$ cat src/rtl/mem_perf_pkg.sv
// -----------------------------------------------------------------------------
// mem_perf_pkg
// Shared definitions for the memory-bus performance monitor: the counter
// index encoding used by the readback port and the number of counters per
// channel.
// -----------------------------------------------------------------------------
package mem_perf_pkg;

  localparam int CNT_IDX_W = 2;
  localparam int NUM_CNT   = 4;

  // Readback index of each per-channel counter. Stalls is deliberately last so
  // that a build without stall counters is simply "the first three".
  typedef enum logic [CNT_IDX_W-1:0] {
    CNT_READS  = 2'd0,
    CNT_WRITES = 2'd1,
    CNT_MISSES = 2'd2,
    CNT_STALLS = 2'd3
  } cnt_idx_e;

endpackage

$ cat src/rtl/perf_sat_counter.sv
// -----------------------------------------------------------------------------
// perf_sat_counter
// Saturating up-counter. A synchronous clear has priority over an increment;
// at all-ones the count holds instead of wrapping.
//
// Ports
//   clk    in  1   rising-edge clock
//   reset  in  1   asynchronous, active-high reset
//   clr    in  1   synchronous clear (wins over inc)
//   inc    in  1   increment request
//   q      out W   current count
// -----------------------------------------------------------------------------
module perf_sat_counter #(
  parameter int W = 32
) (
  input  logic         clk,
  input  logic         reset,
  input  logic         clr,
  input  logic         inc,
  output logic [W-1:0] q
);

  logic [W-1:0] cnt_q;
  logic [W-1:0] cnt_d;

  // NOTE: cnt_d gets a default before any branch, so no path leaves it
  // unassigned and no latch is inferred.
  always_comb begin
    cnt_d = cnt_q;
    if (clr) begin
      cnt_d = '0;
    end else if (inc && (cnt_q != {W{1'b1}})) begin
      cnt_d = cnt_q + 1'b1;
    end
  end

  // NOTE: state is written with non-blocking assignments so every register
  // samples the pre-edge values of the others.
  always_ff @(posedge clk or posedge reset) begin
    if (reset) begin
      cnt_q <= '0;
    end else begin
      cnt_q <= cnt_d;
    end
  end

  assign q = cnt_q;

endmodule

$ cat src/rtl/mem_perf_monitor.sv
// -----------------------------------------------------------------------------
// mem_perf_monitor
// Passive NUM_CH-channel memory-bus performance monitor. Per channel it counts
// completed reads, completed writes, cache misses (rising edges of the miss
// level) and, optionally, stall cycles. A snapshot pulse copies the live
// counters into holding registers that the host reads through a registered
// select port. The first out-of-range transfer is captured in sticky error
// registers that only reset clears.
//
// Build option: define PERF_STALL_CNT_EN to build the stall counters and their
// snapshots; without it no stall registers exist and index 3 reads as 0.
//
// Ports
//   clk        in   1              rising-edge clock
//   reset      in   1              asynchronous, active-high reset
//   mon_valid  in   NUM_CH         per-channel request valid
//   mon_ready  in   NUM_CH         per-channel ready
//   mon_write  in   NUM_CH         1 = transaction is a write
//   mon_miss   in   NUM_CH         cache miss level; rising edge = one miss
//   mon_addr   in   NUM_CH*ADDR_W  channel i address at [i*ADDR_W +: ADDR_W]
//   cnt_en     in   1              counting enable
//   cnt_clear  in   1              pulse: zero all live counters
//   snap       in   1              pulse: copy live counters to snapshots
//   rd_en      in   1              readback request
//   rd_ch      in   CH_W           readback channel select
//   rd_idx     in   2              readback counter select (cnt_idx_e)
//   rd_valid   out  1              rd_data valid, one cycle after rd_en
//   rd_data    out  CNT_W          selected snapshot value
//   err_oob    out  1              sticky out-of-range flag
//   err_ch     out  CH_W           channel of the first out-of-range transfer
//   err_addr   out  ADDR_W         address of the first out-of-range transfer
// -----------------------------------------------------------------------------
module mem_perf_monitor
  import mem_perf_pkg::*;
#(
  parameter int                NUM_CH    = 2,
  parameter int                ADDR_W    = 32,
  parameter int                CNT_W     = 32,
  parameter logic [ADDR_W-1:0] MEM_SIZE  = 32'h0010_0000,
  parameter logic [ADDR_W-1:0] MMIO_ADDR = 32'h1000_0000,
  localparam int               CH_W      = (NUM_CH > 1) ? $clog2(NUM_CH) : 1
) (
  input  logic                     clk,
  input  logic                     reset,
  input  logic [NUM_CH-1:0]        mon_valid,
  input  logic [NUM_CH-1:0]        mon_ready,
  input  logic [NUM_CH-1:0]        mon_write,
  input  logic [NUM_CH-1:0]        mon_miss,
  input  logic [NUM_CH*ADDR_W-1:0] mon_addr,
  input  logic                     cnt_en,
  input  logic                     cnt_clear,
  input  logic                     snap,
  input  logic                     rd_en,
  input  logic [CH_W-1:0]          rd_ch,
  input  logic [CNT_IDX_W-1:0]     rd_idx,
  output logic                     rd_valid,
  output logic [CNT_W-1:0]         rd_data,
  output logic                     err_oob,
  output logic [CH_W-1:0]          err_ch,
  output logic [ADDR_W-1:0]        err_addr
);

  // Counters actually built per channel. Stalls is the last index, so without
  // the stall option the built set is indices [0, CNT_STALLS).
`ifdef PERF_STALL_CNT_EN
  localparam int NUM_BUILT = NUM_CNT;
`else
  localparam int NUM_BUILT = int'(CNT_STALLS);
`endif

  logic [NUM_CH-1:0]    miss_q;
  logic [NUM_CH-1:0]    xfer;
  logic [NUM_BUILT-1:0] ev     [NUM_CH];
  logic [CNT_W-1:0]     live   [NUM_CH][NUM_BUILT];
  logic [CNT_W-1:0]     snap_q [NUM_CH][NUM_BUILT];

  logic                 rd_valid_q;
  logic [CNT_W-1:0]     rd_data_q;
  logic [CNT_W-1:0]     rd_data_d;

  logic                 oob_hit;
  logic [CH_W-1:0]      oob_ch_d;
  logic [ADDR_W-1:0]    oob_addr_d;
  logic                 err_oob_q;
  logic [CH_W-1:0]      err_ch_q;
  logic [ADDR_W-1:0]    err_addr_q;

  assign xfer = mon_valid & mon_ready;

  // Per-channel event vector, one bit per built counter.
  always_comb begin
    for (int ch = 0; ch < NUM_CH; ch++) begin
      ev[ch]             = '0;
      ev[ch][CNT_READS]  = xfer[ch] & ~mon_write[ch];
      ev[ch][CNT_WRITES] = xfer[ch] &  mon_write[ch];
      ev[ch][CNT_MISSES] = mon_miss[ch] & ~miss_q[ch];
`ifdef PERF_STALL_CNT_EN
      ev[ch][CNT_STALLS] = mon_valid[ch] & ~mon_ready[ch];
`endif
    end
  end

  for (genvar ch = 0; ch < NUM_CH; ch++) begin : g_ch
    for (genvar k = 0; k < NUM_BUILT; k++) begin : g_cnt
      perf_sat_counter #(.W(CNT_W)) u_cnt (
        .clk   (clk),
        .reset (reset),
        .clr   (cnt_clear),
        .inc   (cnt_en & ev[ch][k]),
        .q     (live[ch][k])
      );
    end
  end

  // The miss-edge register tracks the level every cycle regardless of cnt_en,
  // so a miss already high when counting (re)starts is not counted.
  // NOTE: the snapshot array is reset element by element because a readback
  // straight after reset must return 0, not power-up garbage.
  always_ff @(posedge clk or posedge reset) begin
    if (reset) begin
      miss_q <= '0;
      for (int ch = 0; ch < NUM_CH; ch++) begin
        for (int k = 0; k < NUM_BUILT; k++) begin
          snap_q[ch][k] <= '0;
        end
      end
    end else begin
      miss_q <= mon_miss;
      // live[] still holds pre-edge values here, so a snapshot taken together
      // with a clear or an increment captures the value before either.
      if (snap) begin
        for (int ch = 0; ch < NUM_CH; ch++) begin
          for (int k = 0; k < NUM_BUILT; k++) begin
            snap_q[ch][k] <= live[ch][k];
          end
        end
      end
    end
  end

  // Readback select; an unmatched channel or an unbuilt counter yields 0.
  always_comb begin
    rd_data_d = '0;
    for (int ch = 0; ch < NUM_CH; ch++) begin
      for (int k = 0; k < NUM_BUILT; k++) begin
        if ((rd_ch == CH_W'(ch)) && (rd_idx == CNT_IDX_W'(k))) begin
          rd_data_d = snap_q[ch][k];
        end
      end
    end
  end

  always_ff @(posedge clk or posedge reset) begin
    if (reset) begin
      rd_valid_q <= 1'b0;
      rd_data_q  <= '0;
    end else begin
      rd_valid_q <= rd_en;
      if (rd_en) begin
        rd_data_q <= rd_data_d;
      end
    end
  end

  // Out-of-range detection. Scanning from the highest channel down lets the
  // lowest offending channel overwrite the others.
  always_comb begin
    oob_hit    = 1'b0;
    oob_ch_d   = '0;
    oob_addr_d = '0;
    for (int ch = NUM_CH - 1; ch >= 0; ch--) begin
      if (xfer[ch] &&
          (mon_addr[ch*ADDR_W +: ADDR_W] >= MEM_SIZE) &&
          (mon_addr[ch*ADDR_W +: ADDR_W] != MMIO_ADDR)) begin
        oob_hit    = 1'b1;
        oob_ch_d   = CH_W'(ch);
        oob_addr_d = mon_addr[ch*ADDR_W +: ADDR_W];
      end
    end
  end

  // Only the first offence is recorded; cnt_clear deliberately leaves it alone.
  always_ff @(posedge clk or posedge reset) begin
    if (reset) begin
      err_oob_q  <= 1'b0;
      err_ch_q   <= '0;
      err_addr_q <= '0;
    end else if (oob_hit && !err_oob_q) begin
      err_oob_q  <= 1'b1;
      err_ch_q   <= oob_ch_d;
      err_addr_q <= oob_addr_d;
    end
  end

  assign rd_valid = rd_valid_q;
  assign rd_data  = rd_data_q;
  assign err_oob  = err_oob_q;
  assign err_ch   = err_ch_q;
  assign err_addr = err_addr_q;

endmodule

$ cat config.mk
export PLATFORM = sky130hd
export DESIGN_NAME = mem_perf_monitor
export DESIGN_NICKNAME = d
export VERILOG_FILES = /design/src/rtl/mem_perf_pkg.sv /design/src/rtl/perf_sat_counter.sv /design/src/rtl/mem_perf_monitor.sv
export SDC_FILE = /design/constraint.sdc
export NUM_CORES = 1
export LEC_CHECK = 0
export CORE_ASPECT_RATIO = 1.25
export CORE_MARGIN = 2
export CORE_UTILIZATION = 40
export CTS_BUF_LIST = sky130_fd_sc_hd__clkbuf_4 sky130_fd_sc_hd__clkbuf_8 sky130_fd_sc_hd__clkbuf_16
export DETAILED_ROUTE_END_ITERATION = 8
export GPL_ROUTABILITY_DRIVEN = 0
export PLACE_DENSITY = 0.65
export SYNTH_ARGS = -nofsm -noshare
export SYNTH_HDL_FRONTEND = slang
export SYNTH_SLANG_ARGS = --single-unit
$ cat constraint.sdc
create_clock -name clk -period 45.7 [get_ports clk]
set_input_delay 9.14 -clock clk [delete_from_list [all_inputs] [get_ports clk]]
set_output_delay 9.14 -clock clk [all_outputs]
set_load 0.05 [all_outputs]
==> flow_summary.json <==
{
  "status": "finished, final reports clean",
  "timing.final.max_slew_violations": 0,
  "coreArea_sq_um": 53500,
  "timing.final.ws_setup_ps": 33490,
  "synth.top_cells.by_area": "sky130_fd_sc_hd__dfrtp_1 (53%), sky130_fd_sc_hd__mux2_2 (12%), sky130_fd_sc_hd__xnor2_1 (4.1%)",
  "synth_sequential_area_ratio_pct": 52.7,
  "detail_route.drc_violations": 0,
  "synth_flop_cell": "sky130_fd_sc_hd__dfrtp_1",
  "chipHeight_um": 263,
  "clk_root_buffer_cell": "sky130_fd_sc_hd__clkbuf_16",
  "n_antenna_cell": 0,
  "clk_pin_slew_ps": 60,
  "number_of_global_route_vias_before_repair": 15700,
  "fin_worst_skew_ps": 13.4,
  "fp.dieArea_sq_um": 55600,
  "multi_input_comb_area_sq_um": 9610,
  "min_path_cells": 1,
  "wire_length_of_the_first_global_routing_pass_um": 85500,
  "drt-vias-per-instance": 5.60,
  "worst_setup_path_start_kind": "primary input",
  "path_cells": "clkdlybuf4s50_1, inv_8, buf_4, buf_4, buf_4",
  "yosysTopAreaCellShare_pct": 52.7,
  "yosys_cell_types": 60,
  "synthesis.instances": 1903,
  "drt-total-wl_um": 53000,
  "firstDrtPassIters": 5,
  "number_of_primary_i_o_pins": 148,
  "hpwlAfterDp_um": 36300,
  "fp.dieW_um": 211,
  "routedWlPerCell_um": 19.4,
  "required_time_worst_endpoint_ps": 46320,
  "cts_buffers": 47,
  "seq_area_sq_um": 11300,
  "timing.critical_path.max_delay_family": "buffers and inverters",
  "power.static_leakage_nw": 10.9,
  "layout.filler_cells": 4783,
  "synthesis.nets": 1990,
  "yosysWarningCount": 0,
  "number_of_cells_on_the_worst_reg_to_reg_path": 6,
  "track_usage_pct": 19.2,
  "floorplan.rows": 95,
  "rsz0062_at_grt": "false",
  "crit_buf_inv": 5,
  "fmax_mhz": 81.9,
  "worstHoldPathType": "reg -> reg",
  "numPortBuffers": 147,
  "critPathKind": "in -> async",
  "synth_edf_count": 0,
  "setup_viol": 0,
  "worstPathArrival_ps": 12830,
  "max-vdd-ir-drop_mv": 0.0298,
  "max_cap_viol_count": 0,
  "post_route_cells_drive_above_1_share_pct": 18.9,
  "synth_async_sr_flop_share_pct": 100,
  "final_min_period_over_clock_period_pct": 26.7,
  "avgSynthCellArea_sq_um": 11.3,
  "area.growth.synth_to_final_pct": 17.5,
  "via_count": 15300,
  "critical_path.slowest_cell": "sky130_fd_sc_hd__buf_4",
  "pin_count_of_the_biggest_net_entering_global_routing": 131,
  "fin_crit_ps": 12210,
  "synth_cell_area_sq_um": 21500,
  "final_net_count": 2098,
  "final.hold.worst_slack_ps": 502,
  "endpoint_kind": "async pin",
  "gr-total-overflow": 0,
  "cts.hold.buffers_added": 0,
  "layout.core_utilization_pct": 47.2,
  "overall_power_mw": 0.922,
  "cts_resized": 0,
  "timing.final.hold_violations": 0,
  "setup-tns-final_ps": 0,
  "register_bit_count_reported_by_yosys": 453,
  "drt-initial-drc-count": 866,
  "antenna_found_initial": 0,
  "cts_setup_buffers": 0,
  "slew_headroom_pct": 14.1,
  "crit_fanout": 130,
  "cts_tree": "done",
  "synth_largest_area_cell": "sky130_fd_sc_hd__dfrtp_1",
  "power.density_nw_per_um2": 36.5,
  "cts.path.max_buffers": 3,
  "crit_cells": 5,
  "worst_skew_pair.late_latency_ps": 570,
  "clock_sink_count": 453,
  "detailedPlace.worstSlack_ps": 32670,
  "ant_nets": 0,
  "start_util_pct": 40.2,
  "actual_slew_at_the_worst_max_slew_pin_ps": 1290,
  "htreeDepth": 2,
  "crit_path_frequent_cell": "sky130_fd_sc_hd__buf_4",
  "cp_slowest_stage_delay_ps": 900
}
layout make-up:
class                           instances  area share (%)
Clock buffer                           69            5.65
Clock inverter                         17            1.07
Inverter                               48           0.743
Multi-Input combinational cell       1300            38.1
Sequential cell                       453            44.9
Tap cell                              679            3.37
Timing Repair Buffer                  161            6.20
sequential cells by signal, summed over array words and instances, names as in the netlist:
name and flops:
err_oob 1, rd_data 32, g_ch.g_cnt.u_cnt.q 192, err_ch 1
err_addr 32, rd_valid 1, miss_q 2, snap_q 192
through the flow:
| step | instances | instance area, sq um |
|---|---|---|
| after floorplan | 1903 | 21500 |
| after detailed placement | 2641 | 23500 |
| final | 2727 | 25200 |
| after CTS | 2727 | 25200 |
| after global placement | 2641 | 23500 |
| after global routing | 2727 | 25200 |
synth_stat cells, drive strengths merged (3+ instances only):
library cell  number
dfrtp            453
mux2             228
nor2             225
xnor2            100
clkbuf            88
nand2             80
a21oi             64
nand3             62
xor2              59
nand4             58
o21ai             52
nor3              50
inv               48
nor4              42
and3              32
a32oi             30
a22oi             29
mux4              29
and4              21
or3               20
buf               14
and2              13
nor3b             11
nor4b             10
a211oi             9
mux2i              7
ha                 6
nand3b             6
nand4b             6
nor2b              6
or2                6
nor4bb             5
or4                5
a21o               4
a31oi              4
o211ai             4
a221oi             3
kinds of logic (layout without fill, tap and decap cells):
| logic type | Yosys count | count (layout) | synth area share (%) |
|---|---|---|---|
| buf+inv | 150 | 295 | 2.70 |
| fa+ha+maj | 6 | 6 | 0.349 |
| simple gates | 663 | 663 | 16.3 |
| xor+xnor | 159 | 159 | 6.48 |
| mux | 264 | 264 | 15.3 |
| compound gates | 208 | 208 | 6.15 |
| flops | 453 | 453 | 52.7 |
cells in the final DEF, fill, tap and decap left out, types with 5 or more instances in the layout:
master / synthesis / routed
sky130_fd_sc_hd__nor2_1: 225 / 224
sky130_fd_sc_hd__nor4b_1: 10 / 10
sky130_fd_sc_hd__nand2_1: 80 / 80
sky130_fd_sc_hd__mux2i_1: 7 / 7
sky130_fd_sc_hd__clkbuf_16: 0 / 49
sky130_fd_sc_hd__o21ai_0: 51 / 51
sky130_fd_sc_hd__nor3b_1: 11 / 11
sky130_fd_sc_hd__a211oi_1: 8 / 8
sky130_fd_sc_hd__ha_1: 6 / 6
sky130_fd_sc_hd__or4_1: 5 / 5
sky130_fd_sc_hd__nor2b_1: 6 / 6
sky130_fd_sc_hd__and4_1: 19 / 19
sky130_fd_sc_hd__bufinv_16: 0 / 7
sky130_fd_sc_hd__clkdlybuf4s50_1: 0 / 142
sky130_fd_sc_hd__and2_1: 13 / 13
sky130_fd_sc_hd__a22oi_1: 29 / 29
sky130_fd_sc_hd__xnor2_1: 100 / 100
sky130_fd_sc_hd__inv_1: 48 / 47
sky130_fd_sc_hd__nor4_1: 36 / 35
sky130_fd_sc_hd__nor3_1: 48 / 48
sky130_fd_sc_hd__nand4_1: 56 / 56
sky130_fd_sc_hd__clkinv_2: 0 / 7
sky130_fd_sc_hd__a21oi_1: 64 / 61
sky130_fd_sc_hd__xor2_1: 59 / 59
sky130_fd_sc_hd__a32oi_1: 30 / 30
sky130_fd_sc_hd__and3_1: 32 / 32
sky130_fd_sc_hd__mux4_2: 29 / 29
sky130_fd_sc_hd__clkbuf_8: 0 / 8
sky130_fd_sc_hd__dfrtp_1: 453 / 453
sky130_fd_sc_hd__nand3_1: 62 / 62
sky130_fd_sc_hd__or3_1: 20 / 20
sky130_fd_sc_hd__buf_4: 0 / 14
sky130_fd_sc_hd__nor4_2: 5 / 6
sky130_fd_sc_hd__mux2_2: 227 / 227
sky130_fd_sc_hd__nand4b_1: 6 / 6
sky130_fd_sc_hd__nand3b_1: 6 / 6
sky130_fd_sc_hd__clkbuf_4: 0 / 12
final timing paths:
check | endpoint | startpoint | slack, ps
setup reg to reg | g_ch[0].g_cnt[1].u_cnt.q[1] | g_ch[0].g_cnt[1].u_cnt.q[3] | 42690
setup / recovery | snap_q[101] | reset | 33490
max in group clk | err_addr[28] | mon_addr[24] | 33820
hold / removal | snap_q[134] | snap_q[134] | 500
min in group asynchronous | rd_data[26] | reset | 9130
hold reg to reg | snap_q[134] | snap_q[134] | 500
report_power, final:
group / switching (mW) / internal (mW) / leakage (nW)
sequential: 0.00573 / 0.410 / 6.20
combinational: 0.0615 / 0.0294 / 3.83
clock: 0.159 / 0.256 / 0.847
total: 0.226 / 0.696 / 10.9
layer usage:
layer	routed length [um]	up-vias	GRT usage, %
met5	0	-	0
met4	1790	0	7.14
met3	2720	104	3.67
met2	26500	403	33.0
met1	21900	7714	24.0
li1	-	7057	-
Note: power is estimated with default switching activity, not from simulation.
